==> src/rtl/serial_adder_ctrl_pkg.sv <==
// Shared definitions for the bit-serial adder controller.
package serial_adder_ctrl_pkg;

    typedef enum logic [1:0] {
        IDLE  = 2'd0,
        SHIFT = 2'd1,
        DONE  = 2'd2
    } state_t;

endpackage

==> src/rtl/serial_adder_ctrl_if.sv <==
// Request/result bundle for serial_adder_ctrl; WIDTH must match the attached adder.
interface serial_adder_ctrl_if #(
    parameter int WIDTH = 8
);
    logic             start;
    logic [WIDTH-1:0] a;
    logic [WIDTH-1:0] b;
    logic             cin;
    logic             busy;
    logic             done;
    logic [WIDTH-1:0] sum;
    logic             cout;

    modport master (output start, a, b, cin, input busy, done, sum, cout);
    modport slave  (input start, a, b, cin, output busy, done, sum, cout);
endinterface

==> src/rtl/serial_adder_ctrl_fa.sv <==
// One-bit full adder built from two half-adder stages.
module full_adder_using_ha (
    output logic sum,
    output logic cout,
    input  logic a,
    input  logic b,
    input  logic cin
);
    logic s1, c1, c2;

    always_comb begin
        s1   = a ^ b;
        c1   = a & b;
        sum  = s1 ^ cin;
        c2   = s1 & cin;
        cout = c1 | c2;
    end
endmodule

==> src/rtl/serial_adder_ctrl.sv <==
// Bit-serial adder: one full-adder cell fed LSB first, registered carry between slices.
module serial_adder_ctrl
    import serial_adder_ctrl_pkg::*;
#(
    parameter int WIDTH = 8
) (
    input  logic                clk,
    input  logic                rst,
    serial_adder_ctrl_if.slave  bus
);
    localparam int CNT_W = $clog2(WIDTH + 1);

    state_t             state_q, state_d;
    logic [WIDTH-1:0]   a_sr_q, a_sr_d;
    logic [WIDTH-1:0]   b_sr_q, b_sr_d;
    logic [WIDTH-1:0]   sum_sr_q, sum_sr_d;
    logic               carry_q, carry_d;
    logic [CNT_W-1:0]   cnt_q, cnt_d;
    logic [WIDTH-1:0]   sum_q, sum_d;
    logic               cout_q, cout_d;
    logic               fa_s, fa_cout;

    full_adder_using_ha u_fa (
        .sum  (fa_s),
        .cout (fa_cout),
        .a    (a_sr_q[0]),
        .b    (b_sr_q[0]),
        .cin  (carry_q)
    );

    always_comb begin
        state_d  = state_q;
        a_sr_d   = a_sr_q;
        b_sr_d   = b_sr_q;
        sum_sr_d = sum_sr_q;
        carry_d  = carry_q;
        cnt_d    = cnt_q;
        sum_d    = sum_q;
        cout_d   = cout_q;
        case (state_q)
            IDLE: begin
                if (bus.start) begin
                    a_sr_d  = bus.a;
                    b_sr_d  = bus.b;
                    carry_d = bus.cin;
                    cnt_d   = '0;
                    state_d = SHIFT;
                end
            end
            SHIFT: begin
                sum_sr_d = {fa_s, sum_sr_q[WIDTH-1:1]};
                a_sr_d   = a_sr_q >> 1;
                b_sr_d   = b_sr_q >> 1;
                carry_d  = fa_cout;
                cnt_d    = cnt_q + CNT_W'(1);
                // Last slice: publish the result on the same edge that enters DONE.
                if (cnt_q == CNT_W'(WIDTH - 1)) begin
                    state_d = DONE;
                    sum_d   = sum_sr_d;
                    cout_d  = fa_cout;
                end
            end
            DONE:    state_d = IDLE;
            default: state_d = IDLE;
        endcase
    end

    always_ff @(posedge clk) begin
        if (rst) begin
            state_q  <= IDLE;
            a_sr_q   <= '0;
            b_sr_q   <= '0;
            sum_sr_q <= '0;
            carry_q  <= 1'b0;
            cnt_q    <= '0;
            sum_q    <= '0;
            cout_q   <= 1'b0;
        end else begin
            state_q  <= state_d;
            a_sr_q   <= a_sr_d;
            b_sr_q   <= b_sr_d;
            sum_sr_q <= sum_sr_d;
            carry_q  <= carry_d;
            cnt_q    <= cnt_d;
            sum_q    <= sum_d;
            cout_q   <= cout_d;
        end
    end

    assign bus.busy = (state_q == SHIFT);
    assign bus.done = (state_q == DONE);
    assign bus.sum  = sum_q;
    assign bus.cout = cout_q;
endmodule

==> src/flat_wrapper.sv <==
// flat-port wrapper written by rule: the top's interface ports become plain ports
module serial_adder_ctrl_flat import serial_adder_ctrl_pkg::*;
#(
    parameter int WIDTH = 8
)
  (clk, rst, bus_start, bus_a, bus_b, bus_cin, bus_busy, bus_done, bus_sum, bus_cout);
  serial_adder_ctrl_if #(.WIDTH(WIDTH)) bus_i ();
  input  logic clk;
  input  logic rst;
  input wire logic [$bits(bus_i.start)-1:0] bus_start;
  input wire logic [$bits(bus_i.a)-1:0] bus_a;
  input wire logic [$bits(bus_i.b)-1:0] bus_b;
  input wire logic [$bits(bus_i.cin)-1:0] bus_cin;
  output wire logic [$bits(bus_i.busy)-1:0] bus_busy;
  output wire logic [$bits(bus_i.done)-1:0] bus_done;
  output wire logic [$bits(bus_i.sum)-1:0] bus_sum;
  output wire logic [$bits(bus_i.cout)-1:0] bus_cout;
  assign bus_i.start = bus_start;
  assign bus_i.a = bus_a;
  assign bus_i.b = bus_b;
  assign bus_i.cin = bus_cin;
  assign bus_busy = bus_i.busy;
  assign bus_done = bus_i.done;
  assign bus_sum = bus_i.sum;
  assign bus_cout = bus_i.cout;
  serial_adder_ctrl #(.WIDTH(WIDTH)) u_core (.clk(clk), .rst(rst), .bus(bus_i));
endmodule
==> config.mk <==
export PLATFORM = sky130hd
export DESIGN_NAME = serial_adder_ctrl_flat
export DESIGN_NICKNAME = d
export VERILOG_FILES = /design/src/rtl/serial_adder_ctrl_pkg.sv /design/src/rtl/serial_adder_ctrl_if.sv /design/src/rtl/serial_adder_ctrl_fa.sv /design/src/rtl/serial_adder_ctrl.sv /design/src/flat_wrapper.sv
export SDC_FILE = /design/constraint.sdc
export NUM_CORES = 1
export LEC_CHECK = 0
export CORE_ASPECT_RATIO = 1.25
export CORE_UTILIZATION = 55
export CTS_CLUSTER_DIAMETER = 120
export DETAILED_ROUTE_END_ITERATION = 8
export GPL_TIMING_DRIVEN = 0
export PLACE_DENSITY = 0.83
export SETUP_SLACK_MARGIN = 0.1
export SLEW_MARGIN = 0
export SYNTH_ARGS = -nofsm -noshare
export SYNTH_HDL_FRONTEND = slang
export SYNTH_SLANG_ARGS = --single-unit
export TNS_END_PERCENT = 20
==> constraint.sdc <==
create_clock -name clk -period 2.99 [get_ports clk]
set_clock_uncertainty 0.05 [all_clocks]
set_input_delay 0.4485 -clock clk [delete_from_list [all_inputs] [get_ports clk]]
set_output_delay 0.4485 -clock clk [all_outputs]
set_load 0.03 [all_outputs]
==> out/metrics.yaml, run 1 <==
outcome: "complete, no violations"
reg2reg_slack_ps: 1440
hold_path.class: "register to register"
period_share: 0.827
drt_iter0_drc: 35
crit_family: "buffers and inverters"
vias: 1386
finalCriticalPeriod_ps: 2470
yosysWarnings: 0
cts.sinks: 39
drive_above_1_share: 0.110
slew_headroom: 0.454
gp_congestion: 0.776
stdcell_area_um2: 2130
synth_cell_types: 30
area_growth_pct: 26.8
start_kind: "register"
synth_area_um2: 1680
start_util: 0.577
setup_violations: 0
root_buffer: "clkbuf_4"
postCtsHoldBufs: 0
met1_usage: 0.270
grt_pass1_vias: 1363
regArea_um2: 781
postRouteAntennaNets: 0
grt_setup_unrepaired: "false"
clk_latency_ps: 340
final.setup.tns_ps: 0
grt_usage: 0.240
worstSetupEndpointType: "output port"
place_inst: 246
ios: 31
slowest_stage: "clkdlybuf4s50_1"
p_per_area_nw_per_um2: 539
die_area_um2: 3290
numCtsBuffers: 5
antenna_found_initial: 0
timing_worst_setup_path_type: "register to output port"
htreeDepth: 2
drt_drc_violations_left: 0
syn_nets: 202
yosysSeqAreaShare: 0.464
rows: 22
port_buffers: 30
leakage_nw: 0.765
cts_setup_buffers: 0
placed_cell_area_um2: 2030
critPathMaxStageDelay_ps: 660
postRouteWirelength_um: 3450
ir_drop_mv: 0.445
clockBufferDepth: 2
worst-path-buf-inv: 3
clk_pin_slew_ps: 110
syn_inst: 180
die_y_um: 63.8
nNetsFinal: 239
grt_most_used_layer: "met2"
n_fill_cell: 235
ys_seq_elements: 39
slew_violations: 0
cp.arrival_ps: 1980
num_antenna_cells: 0
coreArea_um2: 2920
die_w_um: 51.5
gr-total-overflow: 0
cts_tree: "done"
synth_area_per_cell_um2: 9.35
grt_pass1_wl_um: 6000
crit_chain: "nand2b_1, buf_2, clkinv_1, clkdlybuf4s50_1"
grt_max_degree: 14
finalNonFillerCells: 254
drt-pass1-iter-count: 4
worst_pin_slew_ps: 818
worst_ep_required_time_ps: 2490
maxCapViolations: 0
post-dp-hpwl_um: 2460
fmax_ghz: 0.404
viasPerCell: 5.46
met2_usage: 0.435
use_met3: 0.0571
finalHoldViolations: 0
multi_input_area_um2: 847
wl_per_cell_um: 13.6
path_max_fanout: 10
cts_resized: 0
[state kept, by name, indices dropped and copies added (netlist names)]
signal / count
u_core.bus.cout: 1
u_core.carry_q: 1
u_core.bus.sum: 8
u_core.state_q: 2
u_core.cnt_q: 4
u_core.sum_sr_q: 7
u_core.b_sr_q: 8
u_core.a_sr_q: 8
[layout by cell type (no fill, tap or decap)]
master / instances
a31oi_1: 2
buf_1: 1
nor4b_2: 1
buf_6: 1
a22o_1: 3
a211oi_1: 1
buf_2: 2
bufinv_16: 2
or3b_2: 8
nor2_2: 2
clkbuf_4: 5
a221o_1: 7
clkinv_1: 1
fa_1: 1
clkinvlp_4: 1
dfxtp_1: 39
clkdlybuf4s50_1: 30
and3_1: 1
nor3_1: 8
and2_1: 7
o21ba_2: 1
buf_4: 1
a21oi_1: 15
nor2_1: 9
nand3b_1: 2
or3_1: 1
clkbuf_1: 5
a21o_1: 1
ha_1: 1
mux2i_1: 9
nand2b_1: 29
nor2b_1: 4
nand3_1: 2
nand2_1: 15
[cell usage after synthesis, drive strengths merged]
cell type,n,area (µm²)
o21ba,1,10.0
clkinv,1,3.75
nor4b,1,15.0
nor3,8,40.0
nand2,15,56.3
a31oi,2,12.5
a211oi,1,7.51
fa,1,20.0
dfxtp,39,781
a21o,1,7.51
nor2b,4,25.0
and2,7,43.8
buf,5,32.5
or3b,8,70.1
ha,1,12.5
a21oi,15,75.1
nor2,11,46.3
nand3b,2,15.0
or3,1,6.26
and3,1,6.26
mux2i,9,90.1
a22o,3,26.3
nand2b,29,181
a221o,7,70.1
nand3,2,10.0
clkbuf,5,18.8
[per-stage QoR]
| step | setup WS, ps | total power, mW | utilization | hold slack, ps |
|---|---|---|---|---|
| final | 516 | 1.15 | 0.731 | 418 |
| after detailed placement | 732 | 0.722 | 0.695 | 402 |
| after floorplan | 1500 | 0.667 | - | 384 |
| after global routing | 323 | 1.20 | 0.731 | 437 |
| after CTS | 481 | 1.16 | 0.731 | 419 |
| after global placement | 769 | 0.718 | 0.695 | 396 |
[area by class of cell]
cell class	count	share of cell area
clock buffer	5	0.0176
buffer	10	0.0240
sequential	39	0.366
inverter	1	0.00176
tap	36	0.0211
clock inverter	3	0.0317
timing repair buffer	30	0.141
multi-input combinational	130	0.397
[kinds of logic (layout without fill, tap and decap cells)]
| kind of cell | after synthesis | after routing | share of synthesized area |
|---|---|---|---|
| adder cells (fa/ha/maj) | 2 | 2 | 0.0193 |
| multiplexers | 9 | 9 | 0.0535 |
| buffers and inverters | 11 | 49 | 0.0327 |
| AND/OR/NAND/NOR | 89 | 89 | 0.306 |
| AO/OA/AOI/OAI | 30 | 30 | 0.124 |
| flip-flops | 39 | 39 | 0.464 |
[tightest hold or removal path, cell delays in order, from the launching register on]
cell,delay (ps)
dfxtp_1,330
nand2_1,50
a21oi_1,50
[routing by layer]
metal	wire, µm	vias to the layer above
met1	1410	645
met5	0	-
li1	-	691
met2	1850	44
met4	49	0
met3	145	6
[final timing paths]
| check | startpoint | to | depth (start not counted) |
|---|---|---|---|
| max | u_core.state_q[1] | bus_busy | 4 |
| min reg2reg | u_core.sum_sr_q[1] | u_core.sum_sr_q[1] | 2 |
| min | u_core.sum_sr_q[1] | u_core.sum_sr_q[1] | 2 |
| max reg2reg | u_core.state_q[0] | u_core.b_sr_q[2] | 3 |
[where the power goes]
part	total [mW]	internal (mW)	switching, mW
Sequential	0.566	0.548	0.0186
Clock	0.437	0.260	0.177
Combinational	0.146	0.0745	0.0714
Note: power is estimated with default switching activity, not from simulation.
==> run 2, diff against run 1 <==
--- a/config.mk
+++ b/config.mk
@@ -6,11 +6,11 @@
 export NUM_CORES = 1
 export LEC_CHECK = 0
 export CORE_ASPECT_RATIO = 1.25
-export CORE_UTILIZATION = 55
+export CORE_UTILIZATION = 46
 export CTS_CLUSTER_DIAMETER = 120
 export DETAILED_ROUTE_END_ITERATION = 8
 export GPL_TIMING_DRIVEN = 0
-export PLACE_DENSITY = 0.83
+export PLACE_DENSITY = 0.74
 export SETUP_SLACK_MARGIN = 0.1
 export SLEW_MARGIN = 0
 export SYNTH_ARGS = -nofsm -noshare
==> constraint.sdc (replaced) <==
create_clock -name clk -period 2 [get_ports clk]
set_clock_uncertainty 0.05 [all_clocks]
set_input_delay 0.3 -clock clk [delete_from_list [all_inputs] [get_ports clk]]
set_output_delay 0.3 -clock clk [all_outputs]
set_load 0.03 [all_outputs]
==> run 2 against run 1 <==
Global-route usage shrank 4.3 points. Combinational power grew 49%. Sequential cell count is the same. Utilization shrank 13 points.
==> out/metrics.yaml, run 2 (synthesis gave the netlist of run 1 again) <==
cp.arrival_ps: 2030  # +50 ps
finalHoldViolations: 0  # unchanged
maxCapViolations: 0  # unchanged
area_growth_pct: 25.4
place_inst: 249  # +1.2%
final_common_cell: "dfxtp_1"
start_kind: "input pin"
cts.sinks: 39  # unchanged
post-dp-hpwl_um: 2540  # +3.2%
stdcell_area_um2: 2110  # -1.1%
coreArea_um2: 3480  # +19%
slew_headroom: 0.440  # -0.0138
clk_latency_ps: 300  # -40 ps
path_max_fanout: 10  # unchanged
period_share: 0.923
fmax_ghz: 0.542
htreeDepth: 2  # unchanged
utilization: 0.606  # -0.126
final_cell_mix: "dfxtp_1, nand2b_1, clkdlybuf4s50_1, a21oi_1, nand2_1"
placed_cell_area_um2: 2030  # +0.18%
grt_usage: 0.197  # -0.0434
die_y_um: 69.6  # +9.1%
die_area_um2: 3910  # +19%
rows: 24  # +9.1%
leakage_nw: 0.768  # +0.34%
hold_ws_ps: 417  # -1.68 ps
antenna_found_initial: 0  # unchanged
clockBufferDepth: 2  # unchanged
grt_max_degree: 12  # -2
outcome: "complete, no violations"
wl_per_cell_um: 13.8  # +1.5%
postRouteAntennaNets: 0  # unchanged
worst_ep_required_time_ps: 2190  # -300 ps
postRouteWirelength_um: 3540  # +2.7%
postCtsHoldBufs: 0  # unchanged
seq_power_share: 0.535  # +0.042
nNetsFinal: 239  # unchanged
internal_power_mw: 1.17  # +33%
gr-total-overflow: 0  # unchanged
num_antenna_cells: 0  # unchanged
gp_congestion: 0.808  # +4.2%
setup_violations: 0  # unchanged
grt_pass1_wl_um: 5900  # -1.7%
power_frac_comb: 0.137  # +0.010
drt_drc_violations_left: 0  # unchanged
final.setup.tns_ps: 0  # unchanged
die_w_um: 56.1  # +9.0%
start_util: 0.483  # -0.0936
viasPerCell: 5.31  # -2.7%
n_fill_cell: 331  # +41%
ir_drop_mv: 0.485  # +9.0%
worstSetupEndpointType: "register"
ios: 31  # unchanged
switching_power_uw: 409  # +53%
slew_violations: 0  # unchanged
p_per_area_nw_per_um2: 750  # +39%
grt_setup_unrepaired: "true"
port_buffers: 30  # unchanged
pwr-share-clk: 0.328  # -0.052
timing_worst_setup_path_type: "input pin to register"
root_buffer: "clkbuf_8"
drive_above_1_share: 0.115  # +0.00459
p_sw_frac: 0.259  # +0.0262
worst_pin_slew_ps: 838  # +20.6 ps
cts_setup_buffers: 0  # unchanged
finalCriticalPeriod_ps: 1850
grt_pass1_vias: 1329  # -2.5%
cts_tree: "done"
numCtsBuffers: 5  # unchanged
clk_pin_slew_ps: 70  # -40 ps
vias: 1365  # -1.5%
hold_path.class: "register to register"
drt_iter0_drc: 40  # +14%
finalNonFillerCells: 257  # +1.2%
drt-pass1-iter-count: 4  # unchanged
==> run 2: cell count changes in the layout (fill, tap and decap cells not counted), sizes merged <==
cell           before  now
clkbuf             10   13
bufinv              2    0
clkdlybuf4s50      30   28
clkinv              1    2
clkinvlp            1    0
dlygate4sd2         0    1
==> run 2: what timing repair did <==
action / CTS / global route
pin swaps: 0 / 0
endpoints found under the hold margin: 0 / 0
endpoints found under the setup margin: 2 / 8
gates resized for setup: 4 / 2
==> run 2: area by class of cell <==
cell class | count | area (µm²) | area share
clock inverter | 1 | 5.00 | 0.00237
sequential | 39 | 781 | 0.370
tap | 39 | 48.8 | 0.0231
multi-input combinational | 130 | 847 | 0.402
inverter | 1 | 5.00 | 0.00237
clock buffer | 7 | 76.3 | 0.0362
timing repair buffer | 30 | 294 | 0.139
buffer | 10 | 52.6 | 0.0249
==> run 2: power groups by stage <==
stage	clock (mW)	sequential (mW)	combinational (mW)
after floorplan	0	0.856	0.141
after global placement	0	0.862	0.212
after detailed placement	0	0.865	0.219
after global routing	0.557	0.851	0.242
final	0.519	0.847	0.217
after CTS	0.525	0.847	0.219
==> run 2: metal layers <==
| metal | part of all wire | vias to the layer above | GRT usage |
|---|---|---|---|
| li1 | - | 689 | - |
| met3 | 0.043 | 7 | 0.0616 |
| met5 | 0 | - | 0 |
| met2 | 0.52 | 34 | 0.360 |
| met1 | 0.42 | 635 | 0.204 |
| met4 | 0.017 | 0 | 0.0813 |
==> run 2: final timing paths <==
check                                     endpoint  cells after the start          startpoint  slack (ps)
worst max-delay path              u_core.a_sr_q[3]                      4           bus_start         150
worst min-delay path            u_core.sum_sr_q[1]                      2  u_core.sum_sr_q[1]         420
worst max register to register    u_core.a_sr_q[3]                      3   u_core.state_q[0]         430
worst min register to register  u_core.sum_sr_q[1]                      2  u_core.sum_sr_q[1]         420
==> run 2: stage by stage <==
step	total power, mW	worst slack [ps]
after floorplan	0.997	613
after detailed placement	1.08	-153
after global routing	1.65	30.1
after global placement	1.07	-82.2
after CTS	1.59	60.6
final	1.58	154
==> run 2: critical path, stage by stage <==
cell and delay, ps:
clkdlybuf4s50_1 640, nor4b_2 750, and2_1 230, a221o_1 110
==> run 3, diff against run 2 <==
--- a/config.mk
+++ b/config.mk
@@ -6,11 +6,11 @@
 export NUM_CORES = 1
 export LEC_CHECK = 0
 export CORE_ASPECT_RATIO = 1.25
-export CORE_UTILIZATION = 46
+export CORE_UTILIZATION = 40
 export CTS_CLUSTER_DIAMETER = 120
 export DETAILED_ROUTE_END_ITERATION = 8
 export GPL_TIMING_DRIVEN = 0
-export PLACE_DENSITY = 0.74
+export PLACE_DENSITY = 0.66
 export SETUP_SLACK_MARGIN = 0.1
 export SLEW_MARGIN = 0
 export SYNTH_ARGS = -nofsm -noshare
==> run 3 against run 2 <==
Routed wire length is 1.4% lower. Register-to-register slack hardly changed. Via count is 0.44% lower. Critical path type unchanged. Largest cell class unchanged. Largest power group unchanged.
==> out/metrics.yaml, run 3 (synthesis gave the netlist of run 1 again) <==
pwr-share-clk: 0.354  # +0.026
coreArea_um2: 4070  # +17%
crit_chain: "clkdlybuf4s50_1, nor4b_2, and2_1, a221o_1"
postRouteAntennaNets: 0  # unchanged
vias: 1359  # -0.44%
die_w_um: 60.0  # +7.0%
cts.sinks: 39  # unchanged
hold_ws_ps: 415  # -1.32 ps
gr-total-overflow: 0  # unchanged
final_common_cell: "dfxtp_1"
postRouteWirelength_um: 3490  # -1.4%
finalPower_mw: 1.64  # +3.9%
drt_drc_violations_left: 0  # unchanged
power_frac_comb: 0.132  # -0.005
switching_power_uw: 401  # -2.0%
slew_headroom: 0.415  # -0.0251
clk_pin_slew_ps: 70  # about the same
ios: 31  # unchanged
final_cell_mix: "dfxtp_1, nand2b_1, clkdlybuf4s50_1, a21oi_1, nand2_1"
stdcell_area_um2: 2150  # +1.9%
cp.arrival_ps: 2070  # +40 ps
htreeDepth: 2  # unchanged
slowest_stage: "nor4b_2"
worst_ep_required_time_ps: 2180  # about the same
internal_power_mw: 1.24  # +5.9%
rows: 26  # +8.3%
antenna_found_initial: 0  # unchanged
placed_cell_area_um2: 2050  # +1.0%
die_y_um: 74.5  # +7.0%
nNetsFinal: 239  # unchanged
worstSetupEndpointType: "register"
cts_tree: "done"
hold_path.class: "register to register"
finalCriticalPeriod_ps: 1890  # +41.2 ps
p_sw_frac: 0.244  # -0.0147
viasPerCell: 4.96  # -6.6%
final.setup.tns_ps: 0  # unchanged
critPathMaxStageDelay_ps: 780  # +30 ps
utilization: 0.529  # -0.0770
area_growth_pct: 27.7
start_util: 0.414  # -0.0693
leakage_nw: 0.777  # +1.2%
wl_per_cell_um: 12.7  # -7.5%
drt-pass1-iter-count: 4  # unchanged
place_inst: 266  # +6.8%
postCtsHoldBufs: 0  # unchanged
timing_worst_setup_path_type: "input pin to register"
maxCapViolations: 0  # unchanged
drive_above_1_share: 0.119  # +0.00459
grt_max_degree: 12  # unchanged
seq_power_share: 0.514  # -0.021
setup_violations: 0  # unchanged
grt_pass1_vias: 1350  # +1.6%
post-dp-hpwl_um: 2460  # -3.3%
root_buffer: "clkbuf_8"
grt_usage: 0.184  # -0.0126
ir_drop_mv: 0.468  # -3.5%
finalNonFillerCells: 274  # +6.6%
grt_setup_unrepaired: "true"
numCtsBuffers: 5  # unchanged
die_area_um2: 4470  # +14%
start_kind: "input pin"
num_antenna_cells: 0  # unchanged
port_buffers: 30  # unchanged
worst_pin_slew_ps: 876  # +37.5 ps
place_worst_setup_slack_ps: -223  # -69.6 ps
slew_violations: 0  # unchanged
path_max_fanout: 10  # unchanged
gp_congestion: 0.742  # -8.2%
clockBufferDepth: 2  # unchanged
outcome: "complete, no violations"
setup_ws_ps: 113  # -41.2 ps
period_share: 0.943  # +0.0206
clk_latency_ps: 290  # about the same
finalHoldViolations: 0  # unchanged
drt_iter0_drc: 25  # -38%
fmax_ghz: 0.530  # -2.2%
p_per_area_nw_per_um2: 765  # +1.9%
grt_pass1_wl_um: 6060  # +2.7%
run 3: changes by cell type in the layout (fill, tap and decap cells not counted), sizes merged:
cell    change
clkinv      -1
clkbuf      +1
run 3: area by class of cell:
cell class / count / area (µm²)
buffer: 10 / 52.6
inverter: 1 / 5.00
multi-input combinational: 130 / 847
fill: 388 / 1920
tap: 56 / 70.1
clock buffer: 8 / 100
sequential: 39 / 781
timing repair buffer: 30 / 294
run 3: power by group through the flow:
stage	clock network [mW]	logic, mW	registers (mW)
floorplan	0	0.141	0.856
global placement	0	0.215	0.862
detailed placement	0	0.219	0.863
CTS	0.600	0.220	0.845
global route	0.626	0.244	0.851
finish	0.581	0.218	0.845
run 3: path summary, 6_finish.rpt:
| kind | start | end | slack, ps | cells after the start |
|---|---|---|---|---|
| min | u_core.sum_sr_q[1] | u_core.sum_sr_q[1] | 420 | 2 |
| max reg2reg | u_core.state_q[0] | u_core.a_sr_q[1] | 420 | 3 |
| min reg2reg | u_core.sum_sr_q[1] | u_core.sum_sr_q[1] | 420 | 2 |
| max | bus_start | u_core.a_sr_q[1] | 110 | 4 |
run 3: layer usage:
metal  vias to the layer above  global-route usage  wire length (µm)
li1                        694                   -                 -
met1                       626               0.207              1530
met2                        35               0.332              1770
met3                         4              0.0435               145
met4                         0              0.0698                49
met5                         -                   0                 0
run 3: repair_timing:
item	4_1_cts	5_1_grt
endpoints found under the hold margin	0	0
endpoints found under the setup margin	9	8
setup buffers	0	0
gates resized for setup	4	2
run 3: worst max-delay path, delay by kind of cell:
family | cells | cell delay, ps
compound gates | 1 | 110
buf+inv | 1 | 660
simple gates | 2 | 1000
